[config.mk]
export PLATFORM = sky130hd
export DESIGN_NAME = seg_scan_shifter
export DESIGN_NICKNAME = d
export VERILOG_FILES = /design/src/rtl/seg_scan_shifter.sv
export SDC_FILE = /design/constraint.sdc
export NUM_CORES = 1
export LEC_CHECK = 0
export CAP_MARGIN = 10
export CORE_UTILIZATION = 53
export CTS_CLUSTER_DIAMETER = 60
export CTS_CLUSTER_SIZE = 20
export DETAILED_ROUTE_END_ITERATION = 7
export GPL_ROUTABILITY_DRIVEN = 0
export GPL_TIMING_DRIVEN = 0
export PLACE_DENSITY_LB_ADDON = 0.2
export SYNTH_ARGS = -nofsm -noshare
export SYNTH_HDL_FRONTEND = slang
export SYNTH_SLANG_ARGS = --single-unit
[constraint.sdc]
create_clock -name clk -period 4.73 [get_ports clk]
set_clock_uncertainty 0.1 [all_clocks]
set_input_delay 0.473 -clock clk [delete_from_list [all_inputs] [get_ports clk]]
set_output_delay 0.473 -clock clk [all_outputs]
set_load 0.05 [all_outputs]
[src/rtl/seg_scan_shifter.sv]
// Serial scan driver for four 16-bit {segment, digit-select} words into two cascaded shift/latch registers.
// Optional build macro SEG_ACTIVE_LOW_EN inverts the segment byte at load for common-anode displays.
`timescale 1ns/1ps
module seg_scan_shifter #(
  parameter int CLK_DIV = 2,
  parameter int DWELL   = 50000
) (
  input  logic        clk,
  input  logic        rst_n,
  input  logic        en,
  input  logic [15:0] word_0,
  input  logic [15:0] word_1,
  input  logic [15:0] word_2,
  input  logic [15:0] word_3,
  output logic        ser_data,
  output logic        ser_clk,
  output logic        ser_latch,
  output logic        busy,
  output logic [1:0]  digit_idx,
  output logic        frame_done
);

  localparam int PH_W = $clog2(CLK_DIV) + 1;
  localparam int DW_W = $clog2(DWELL) + 1;
  localparam logic [PH_W-1:0] PH_LAST = PH_W'(CLK_DIV - 1);
  localparam logic [DW_W-1:0] DW_LAST = DW_W'(DWELL - 1);
  localparam logic [DW_W-1:0] DW_PRE  = DW_W'(DWELL - 2);

  typedef enum logic [2:0] {S_IDLE, S_LOAD, S_SHIFT, S_LATCH, S_DWELL} state_t;

  state_t            state;
  logic [14:0]       shreg;
  logic [PH_W-1:0]   phase_cnt;
  logic [DW_W-1:0]   dwell_cnt;
  logic [3:0]        bit_cnt;
  logic [15:0]       raw_word;
  logic [15:0]       load_word;

  // digit_idx is already advanced by the time a LOAD is entered, so it selects the word directly
  always_comb begin
    raw_word = word_0;
    case (digit_idx)
      2'd1:    raw_word = word_1;
      2'd2:    raw_word = word_2;
      2'd3:    raw_word = word_3;
      default: raw_word = word_0;
    endcase
`ifdef SEG_ACTIVE_LOW_EN
    load_word = {~raw_word[15:8], raw_word[7:0]};
`else
    load_word = raw_word;
`endif
  end

  // Only bits 14..0 are kept; bit 15 goes straight onto ser_data when the word is captured
  always_ff @(posedge clk or negedge rst_n) begin
    if (!rst_n) begin
      state      <= S_IDLE;
      shreg      <= '0;
      phase_cnt  <= '0;
      dwell_cnt  <= '0;
      bit_cnt    <= '0;
      ser_data   <= 1'b0;
      ser_clk    <= 1'b0;
      ser_latch  <= 1'b0;
      busy       <= 1'b0;
      digit_idx  <= 2'd0;
      frame_done <= 1'b0;
    end else begin
      case (state)
        S_IDLE: begin
          if (en) begin
            state     <= S_LOAD;
            shreg     <= load_word[14:0];
            ser_data  <= load_word[15];
            ser_clk   <= 1'b0;
            busy      <= 1'b1;
            bit_cnt   <= '0;
            phase_cnt <= '0;
          end
        end

        S_LOAD: begin
          state     <= S_SHIFT;
          phase_cnt <= '0;
        end

        S_SHIFT: begin
          if (phase_cnt == PH_LAST) begin
            phase_cnt <= '0;
            if (!ser_clk) begin
              ser_clk <= 1'b1;
            end else if (bit_cnt == 4'd15) begin
              state     <= S_LATCH;
              ser_clk   <= 1'b0;
              ser_latch <= 1'b1;
              ser_data  <= 1'b0;
            end else begin
              ser_clk  <= 1'b0;
              bit_cnt  <= bit_cnt + 4'd1;
              ser_data <= shreg[14];
              shreg    <= {shreg[13:0], 1'b0};
            end
          end else begin
            phase_cnt <= phase_cnt + PH_W'(1);
          end
        end

        S_LATCH: begin
          if (phase_cnt == PH_LAST) begin
            state     <= S_DWELL;
            ser_latch <= 1'b0;
            phase_cnt <= '0;
            dwell_cnt <= '0;
            // A single-cycle dwell is its own last cycle, so the advance happens on entry
            if (DWELL == 1) begin
              digit_idx  <= digit_idx + 2'd1;
              frame_done <= (digit_idx == 2'd3);
            end
          end else begin
            phase_cnt <= phase_cnt + PH_W'(1);
          end
        end

        S_DWELL: begin
          if (dwell_cnt == DW_LAST) begin
            frame_done <= 1'b0;
            dwell_cnt  <= '0;
            if (en) begin
              state     <= S_LOAD;
              shreg     <= load_word[14:0];
              ser_data  <= load_word[15];
              ser_clk   <= 1'b0;
              bit_cnt   <= '0;
              phase_cnt <= '0;
            end else begin
              state <= S_IDLE;
              busy  <= 1'b0;
            end
          end else begin
            dwell_cnt <= dwell_cnt + DW_W'(1);
            if (dwell_cnt == DW_PRE) begin
              digit_idx  <= digit_idx + 2'd1;
              frame_done <= (digit_idx == 2'd3);
            end
          end
        end

        default: state <= S_IDLE;
      endcase
    end
  end

endmodule
==> summary by stage, run 1 <==
Run status
The flow ran to the end, and the final reports show no timing, DRC or antenna violations.

GRT
The initial antenna violation count is 0. The first global-routing pass estimated about 13000 um of wire. The largest net degree at the start of global routing is 27. For this run the aggregate overflow at the end of global routing stands at 0.

The overall fraction of global-route tracks in use is 0.284. The number of global-route vias before repair is between 2k and 3k.

Finish
Leaving out fill and tap cells, the most frequent cell in the layout is clkdlybuf4s50_1. In the layout the commonest cells are clkdlybuf4s50_1, a21oi_1, dfrtp_1, nor2_1, nand2_1. Compared with the post-synthesis result, the final layout area differs by 31.9%. The register area is approximately 1200 um^2. The repair_antennas step left the layout with diodes totalling 0. Of the cells placed in the final design, the portion with a size suffix greater than 1 is 0.0668. In the final layout, the multi-input gates occupy between 1500 and 2000 um^2. After filler insertion, the fill cell instance count of the layout stands at between 400 and 500. The number of nets in the layout is approximately 490.

Floorplanning
The die outline height is 76.2 um. From left edge to right edge, the die measures 76.2 um. The die covers 5810 um^2. The initialized floorplan defines 26 standard-cell rows. The initial cell density of the core is 0.561.

Pin placement for this block handled 74 I/O pins. The standard cell core area is between 5000 and 6000 um^2.

Yosys
A synthesized cell averages about 8.7 um^2. The distinct cell type count of the synthesized netlist is 51. The post-synth net total is 411.

The number of standard cells after synthesis is around 340. The cell area after synthesis is approximately 2900 um^2. The share of synthesized area in the top cell type comes to 0.411. The commonest register cell after synthesis is dfrtp_1. The async set or reset register ratio after synthesis is 1.00. dfrtp_1 takes more of the synthesized area than any other cell.

The number of enable flip-flop cells after synthesis is 0. Of the synthesized area, sequential elements account for 0.411. In the post-synthesis netlist, the biggest area contributors are dfrtp_1, a21oi_1, a222oi_1, nand2b_1, a22oi_1.

The total of warnings raised by yosys is 0. The number of synthesized register bits is 48.

Clocking
CTS saw 48 sinks. The clock transition at the registers of the reported paths is roughly 0.1 ns. The H-tree was split into 2 levels. The largest buffer count on any clock path is 2. The total clock buffers created by CTS is 5. The count of hold-fix buffers inserted at cts is 0.

For the worst-skew pair, the clock arrives at the later sink with an insertion delay of about 0.31 ns. The TritonCTS clock tree is done. The root cell of the clock tree is clkbuf_8.

The number of setup buffers added after CTS is 0. The post-cts repair resize count is 0.

Worst setup path
The delay of the slowest cell on the worst path is approximately 0.40 ns. The launching element type of the critical path is a flop. The source of the worst register-to-register timing path is dwell_cnt[0]. The highest net fanout along the worst path is 8.

The family with the most delay on the worst path is compound AO/OA/AOI/OAI gates. The element type at the critical path end is a flop. The worst setup path is of the reg -> reg kind. The critical path starts at dwell_cnt[0]. The critical path goes through ha_1 -> and3_1 -> buf_2 -> o221ai_1 -> a21o_1 -> a21oi_1 -> mux2_2. The required time of the worst setup path is about 4.8 ns. Counting cells, the worst reg-to-reg path comes to 7.

The setup check on the worst reg-to-reg path leaves a slack of ~2.5 ns. The number of buffers and inverters on the critical path is 1. The endpoint arrival time on the critical path is 2.36 ns. In this run the number of cells on the critical path is 7. Among all stages on the critical path, the largest delay is contributed by dfrtp_1.

Route
The routed layout has between 3k and 4k vias. The average via count per standard cell is just over 6. In the routed design, unresolved DRC markers number 0.

The detail route stage leaves a number of antenna-violating nets equal to 0. Summed over all layers, the routed wires come to a little over 8000 um. The iteration count of the initial detailed-routing pass is 5.

In this run, the number of DRC markers left after iteration 0 of detailed routing was 332. The average routed wire per standard cell is roughly 16 um.

STA
The maximum clock frequency is between 400 and 500 MHz. The final worst slack is 2.48 ns. At the pin with the least slew margin, the transition time is between 0.6 and 0.7 ns. Dividing the final minimum period by the clock period gives 0.476.

Setup repair after global routing left no endpoint under its margin. The worst hold slack across all endpoints is around 0.028 ns. In this run the tightest slew margin relative to its limit is 0.567.

Setup violations remaining at the end of the flow were counted as 0. The worst path in the final design needs a cycle of 2.25 ns, including I/O delays and setup. The hold violation total from the final report is 0. The final setup TNS is 0 ns.

The max-slew violation total from the final report is 0.

Place
At the placement stage, the worst setup path has a slack of 2.37 ns. After legalization and detailed placement, the total HPWL measured between 5000 and 6000 um. Input and output buffers added on the ports amount to 73.

Power
The leakage power is around 1.6 nW. The worst-case IR drop observed on VDD is 0.170 mV. The total power divided by cell area is around 190 nW/um^2.

Hold path
The worst hold path belongs to the class in -> async.

Run
The max-cap check violation count is 0.
-- logic make-up after synthesis --
group           Yosys count  synth area share
buf+inv                  44            0.0630
simple gates            105             0.189
flops                    48             0.411
mux                       3            0.0111
fa+ha+maj                 7            0.0300
compound gates          129             0.293
xor+xnor                  1           0.00300
-- Yosys cell counts (all sizes together), types with 2 or more instances --
master	n
a21o	3
a21oi	51
a222oi	16
a22oi	14
a31oi	5
and3	5
and4bb	2
buf	10
clkbuf	10
dfrtp	48
ha	7
inv	24
mux2	2
nand2	26
nand2b	17
nand3	8
nand4	5
nor2	26
nor3	6
nor4	3
nor4b	3
o211a	2
o21a	5
o21ai	19
o22ai	2
o31ai	3
-- through the flow --
stage           util  cells  area [um^2]  power (mW)
2_1_floorplan      -    337         2920       0.421
3_3_place_gp   0.718    480         3740       0.483
3_5_place_dp   0.721    481         3750       0.486
4_1_cts        0.740    489         3850       0.743
5_1_grt        0.740    489         3850       0.764
6_report       0.740    489         3850       0.740
-- path summary, 6_finish.rpt --
check                          endpoint
max                            ser_data
min                            shreg[5]
max reg2reg                    ser_data
min reg2reg                  bit_cnt[0]
max in group asynchronous  digit_idx[0]
min in group clk             bit_cnt[0]
-- worst register-to-register path, cell delays in order, from the launching register on --
cell and delay (ns):
dfrtp_1 0.40, ha_1 0.30, and3_1 0.19, buf_2 0.20, o221ai_1 0.19, a21o_1 0.28
a21oi_1 0.16, mux2_2 0.35
-- flip-flops by register name, summed over array words and instances, names as in the netlist, 2 cells and up --
name and flops:
phase_cnt 2, shreg 15, dwell_cnt 17, bit_cnt 4
digit_idx 2, state 3
-- area by class of cell --
type / count / share of cell area
buffer: 20 / 0.0244
clock buffer: 6 / 0.0214
clock inverter: 2 / 0.00390
inverter: 24 / 0.0234
multi-input combinational: 245 / 0.399
sequential: 48 / 0.312
tap: 70 / 0.0227
timing repair buffer: 74 / 0.194
-- per-layer routing --
layer,vias up,global-route usage,routed length [um]
li1,1406,-,-
met1,1472,0.360,3450
met2,112,0.501,4140
met3,13,0.0419,373
met4,0,0.0788,104
met5,-,0,0
-- power breakdown --
part	internal (mW)	switching, mW
Sequential	0.410	0
Clock	0.119	0.143
Combinational	0.0498	0.0179
Total	0.578	0.161
Power figures use the tool's default switching activity.
==> run 2, diff against run 1 <==
- CORE_UTILIZATION: 53 -> 45
- clock period: 4.73 -> 1.9 ns (I/O delays scaled with it)
==> run 2 against run 1 <==
The flow now finishes with violations (negative setup slack). Setup slack got worse by 2.6 ns. Critical path depth increased by 1. Combinational power increased to 2.5 times the previous value. Hold slack improved by 0.22 ns. Routed wire length increased by 9.0%. Clock power increased to 2.8 times the previous value. Core utilization decreased by 2.5 points. Clock-buffer cell count unchanged. Final area increased by 13%. Register-to-register slack got worse by 2.6 ns. Power increased to 2.6 times the previous value. Highest routed layer unchanged.
==> summary by stage, run 2 (synthesis results as in run 1) <==
Route
The initial DRC count is around 280. Summed over all nets, wire length on met3 after detailed routing comes to 441 um. The top routing layer in use is met4.

The average routed wire per standard cell is 17.1 um. The total number of vias is about 3.1k. The iteration count of the initial detailed-routing pass is 6. In this run the remaining antenna-violating nets after routing total 0.

The routed length on met2 is approximately 4500 um. In the final routing, the length of wire on met1 measures 3710 um. In the routed design, unresolved DRC markers number 0. After detailed routing, the number of vias per cell comes to about 6. After detailed routing, the total wire length is 8790 um.

Finish
Leaving out fill and tap cells, the most frequent cell in the layout is clkdlybuf4s50_1. The finished layout holds a little over 500 standard cells, fillers aside. The final standard cell utilization of the core is 0.714.

The largest registers in the layout are dwell_cnt: 17 flops, shreg: 15 flops, bit_cnt: 4 flops. Ranked by flip-flop count, first place goes to dwell_cnt. The total inserted antenna cells is 0. The register with the most flip-flops in the layout has 17 of them. The area growth from synthesis to layout is 49.1%. The fraction of final layout cells with drive strength greater than 1 is 0.235. After the last flow step, the layout net total stands at around 500.

In the layout the commonest cells are clkdlybuf4s50_1, dfrtp_1, a21oi_1, inv_1, nand2_1.

GRT
For this run, the total global-route usage over all layers was measured as 0.248. Entering global routing, the biggest net connects 33 pins. The first global-routing pass estimated around 13000 um of wire. Global routing finished with a remaining overflow of 0. The initial antenna violation count came to 0. The number of global-route vias before repair was ~2.7k.

Run status
The run finished, with violations left. The final reports fail on negative setup slack.

Worst setup path
Setup slack on the worst reg-to-reg path comes out at -0.16 ns. The path depth of the worst reg2reg path is 8. The launching element type of the critical path is a flop. STA classifies the critical path endpoint as a flop. The required time of the worst setup path is just over 2 ns. The highest net fanout along the worst path is 8. At the worst endpoint, the arrival time is 2.20 ns. The kind of critical path is reg -> reg. The startpoint identified for the worst register-to-register timing path is dwell_cnt[9].

The worst register-to-register path ends at bit_cnt[1].

STA
The measured slew at the worst slew-check pin is ~0.51 ns. Across all hold checks on the routed design, the worst slack comes to 0.252 ns. Setup repair after global routing could not meet its margin everywhere. The final worst slack is -0.157 ns. The max-slew violation total from the final report is 0. For the final routed database, the setup TNS stands at -2.01 ns.

The routed design could run at a clock period as short as 2.06 ns. Static timing analysis puts the maximum clock frequency at between 400 and 500 MHz. In this run the tightest slew margin relative to its limit is 0.662.

The hold violation total from the final report is 0. The final number of setup-violating endpoints is 24. In the finished design, the share of the clock period the worst path needs comes to 1.08.

Power
Dividing total power by cell area gives a power density of between 400 and 500 nW/um^2. The worst-case IR drop observed on VDD is about 0.38 mV. The analysis attributes to cell leakage a power of about 1.8 nW.

Clocking
The clock passes through at most 2 buffers. The TritonCTS clock tree is done. Clock-pin slew was measured on the worst setup and hold paths at 0.09 ns. For the worst-skew pair, the clock arrives at the later sink with an insertion delay of 0.30 ns.

Counting the buffers created by CTS gives 5. The root cell of the clock tree is clkbuf_8. CTS built an H-tree with a depth of 2. The number of sinks driven by the clock tree is 48.

Hold path
The type of the worst min-delay path is in -> async.

Floorplanning
The initial cell density of the core is 0.479. Measured along the y axis, the die boundary spans a little over 80 um. The floorplan has 28 rows. After floorplanning, the core was sized to cover just over 6000 um^2.

In this run the count of I/O pins placed on the die edge is between 70 and 80. The die is 82.6 um wide. The die covers between 6000 and 7000 um^2.

Place
The estimated wirelength of the detail-placed design is just under 6000 um. The cell count after placement is approximately 490. The quantity of I/O buffers inserted on ports is 73. The worst slack after detailed placement is -0.244 ns.

Run
The tool flagged a number of max-cap violations equal to 0.
run 2: cell types whose count changed in the layout (fill, tap and decap cells not counted), moves of 7 or more:
cell / previous run / this run
nor2_2: 0 / 7
buf_6: 0 / 8
a21oi_1: 50 / 42
a21oi_2: 0 / 8
clkbuf_1: 10 / 3
nor2_1: 26 / 18
buf_4: 3 / 20
run 2: metrics by stage:
stage | power, mW | instance area [um^2]
floorplan | 1.05 | 2970
global placement | 1.20 | 3790
global route | 1.98 | 4360
finish | 1.93 | 4360
detailed placement | 1.21 | 3810
CTS | 1.94 | 4080
run 2: cell type report:
type / count / area [um^2]
clock buffers: 6 / 72.6
plain buffers: 18 / 149
flip-flops and latches: 48 / 1210
inverters: 24 / 90.1
multi-input cells: 245 / 1780
well taps: 75 / 93.8
fillers: 456 / 1740
repair buffers: 96 / 931
clock inverters: 2 / 35.0
run 2: timing repair:
action | CTS | global route
pin swaps | 7 | 17
setup endpoints to repair | 43 | 43
gates cloned | 1 | 2
buffers inserted | 10 | 8
hold buffers | 1 | 0
gates resized for setup | 24 | 57
hold endpoints to repair | 16 | 0
run 2: critical path: stages (launching register included):
cell and delay [ns]:
dfrtp_1 0.48, nor4b_4 0.27, nand4_1 0.20, buf_4 0.21
a211oi_4 0.24, buf_6 0.16, buf_4 0.14, nand3_1 0.10
nand2_1 0.10
run 2: per-layer routing:
layer | global-route usage | vias to the layer above
li1 | - | 1449
met1 | 0.325 | 1488
met2 | 0.429 | 98
met3 | 0.0374 | 16
met4 | 0.0586 | 0
met5 | 0 | -
run 2: how the worst max path moves through the flow:
stage,slack (ns),cells past startpoint,start,to
after floorplan,0.006,5,dwell_cnt[12],digit_idx[1]
after global placement,-0.96,1,rst_n,digit_idx[0]
after detailed placement,-0.24,5,state[1],digit_idx[1]
after CTS,-0.07,5,state[2],ser_data
after global routing,-0.23,8,dwell_cnt[11],bit_cnt[1]
final,-0.16,8,dwell_cnt[9],bit_cnt[1]
run 2: power breakdown:
part / switching (mW) / internal [mW] / total [mW]
clock: 0.345 / 0.391 / 0.736
combinational: 0.0455 / 0.126 / 0.171
sequential: 0 / 1.02 / 1.02
total: 0.390 / 1.54 / 1.93
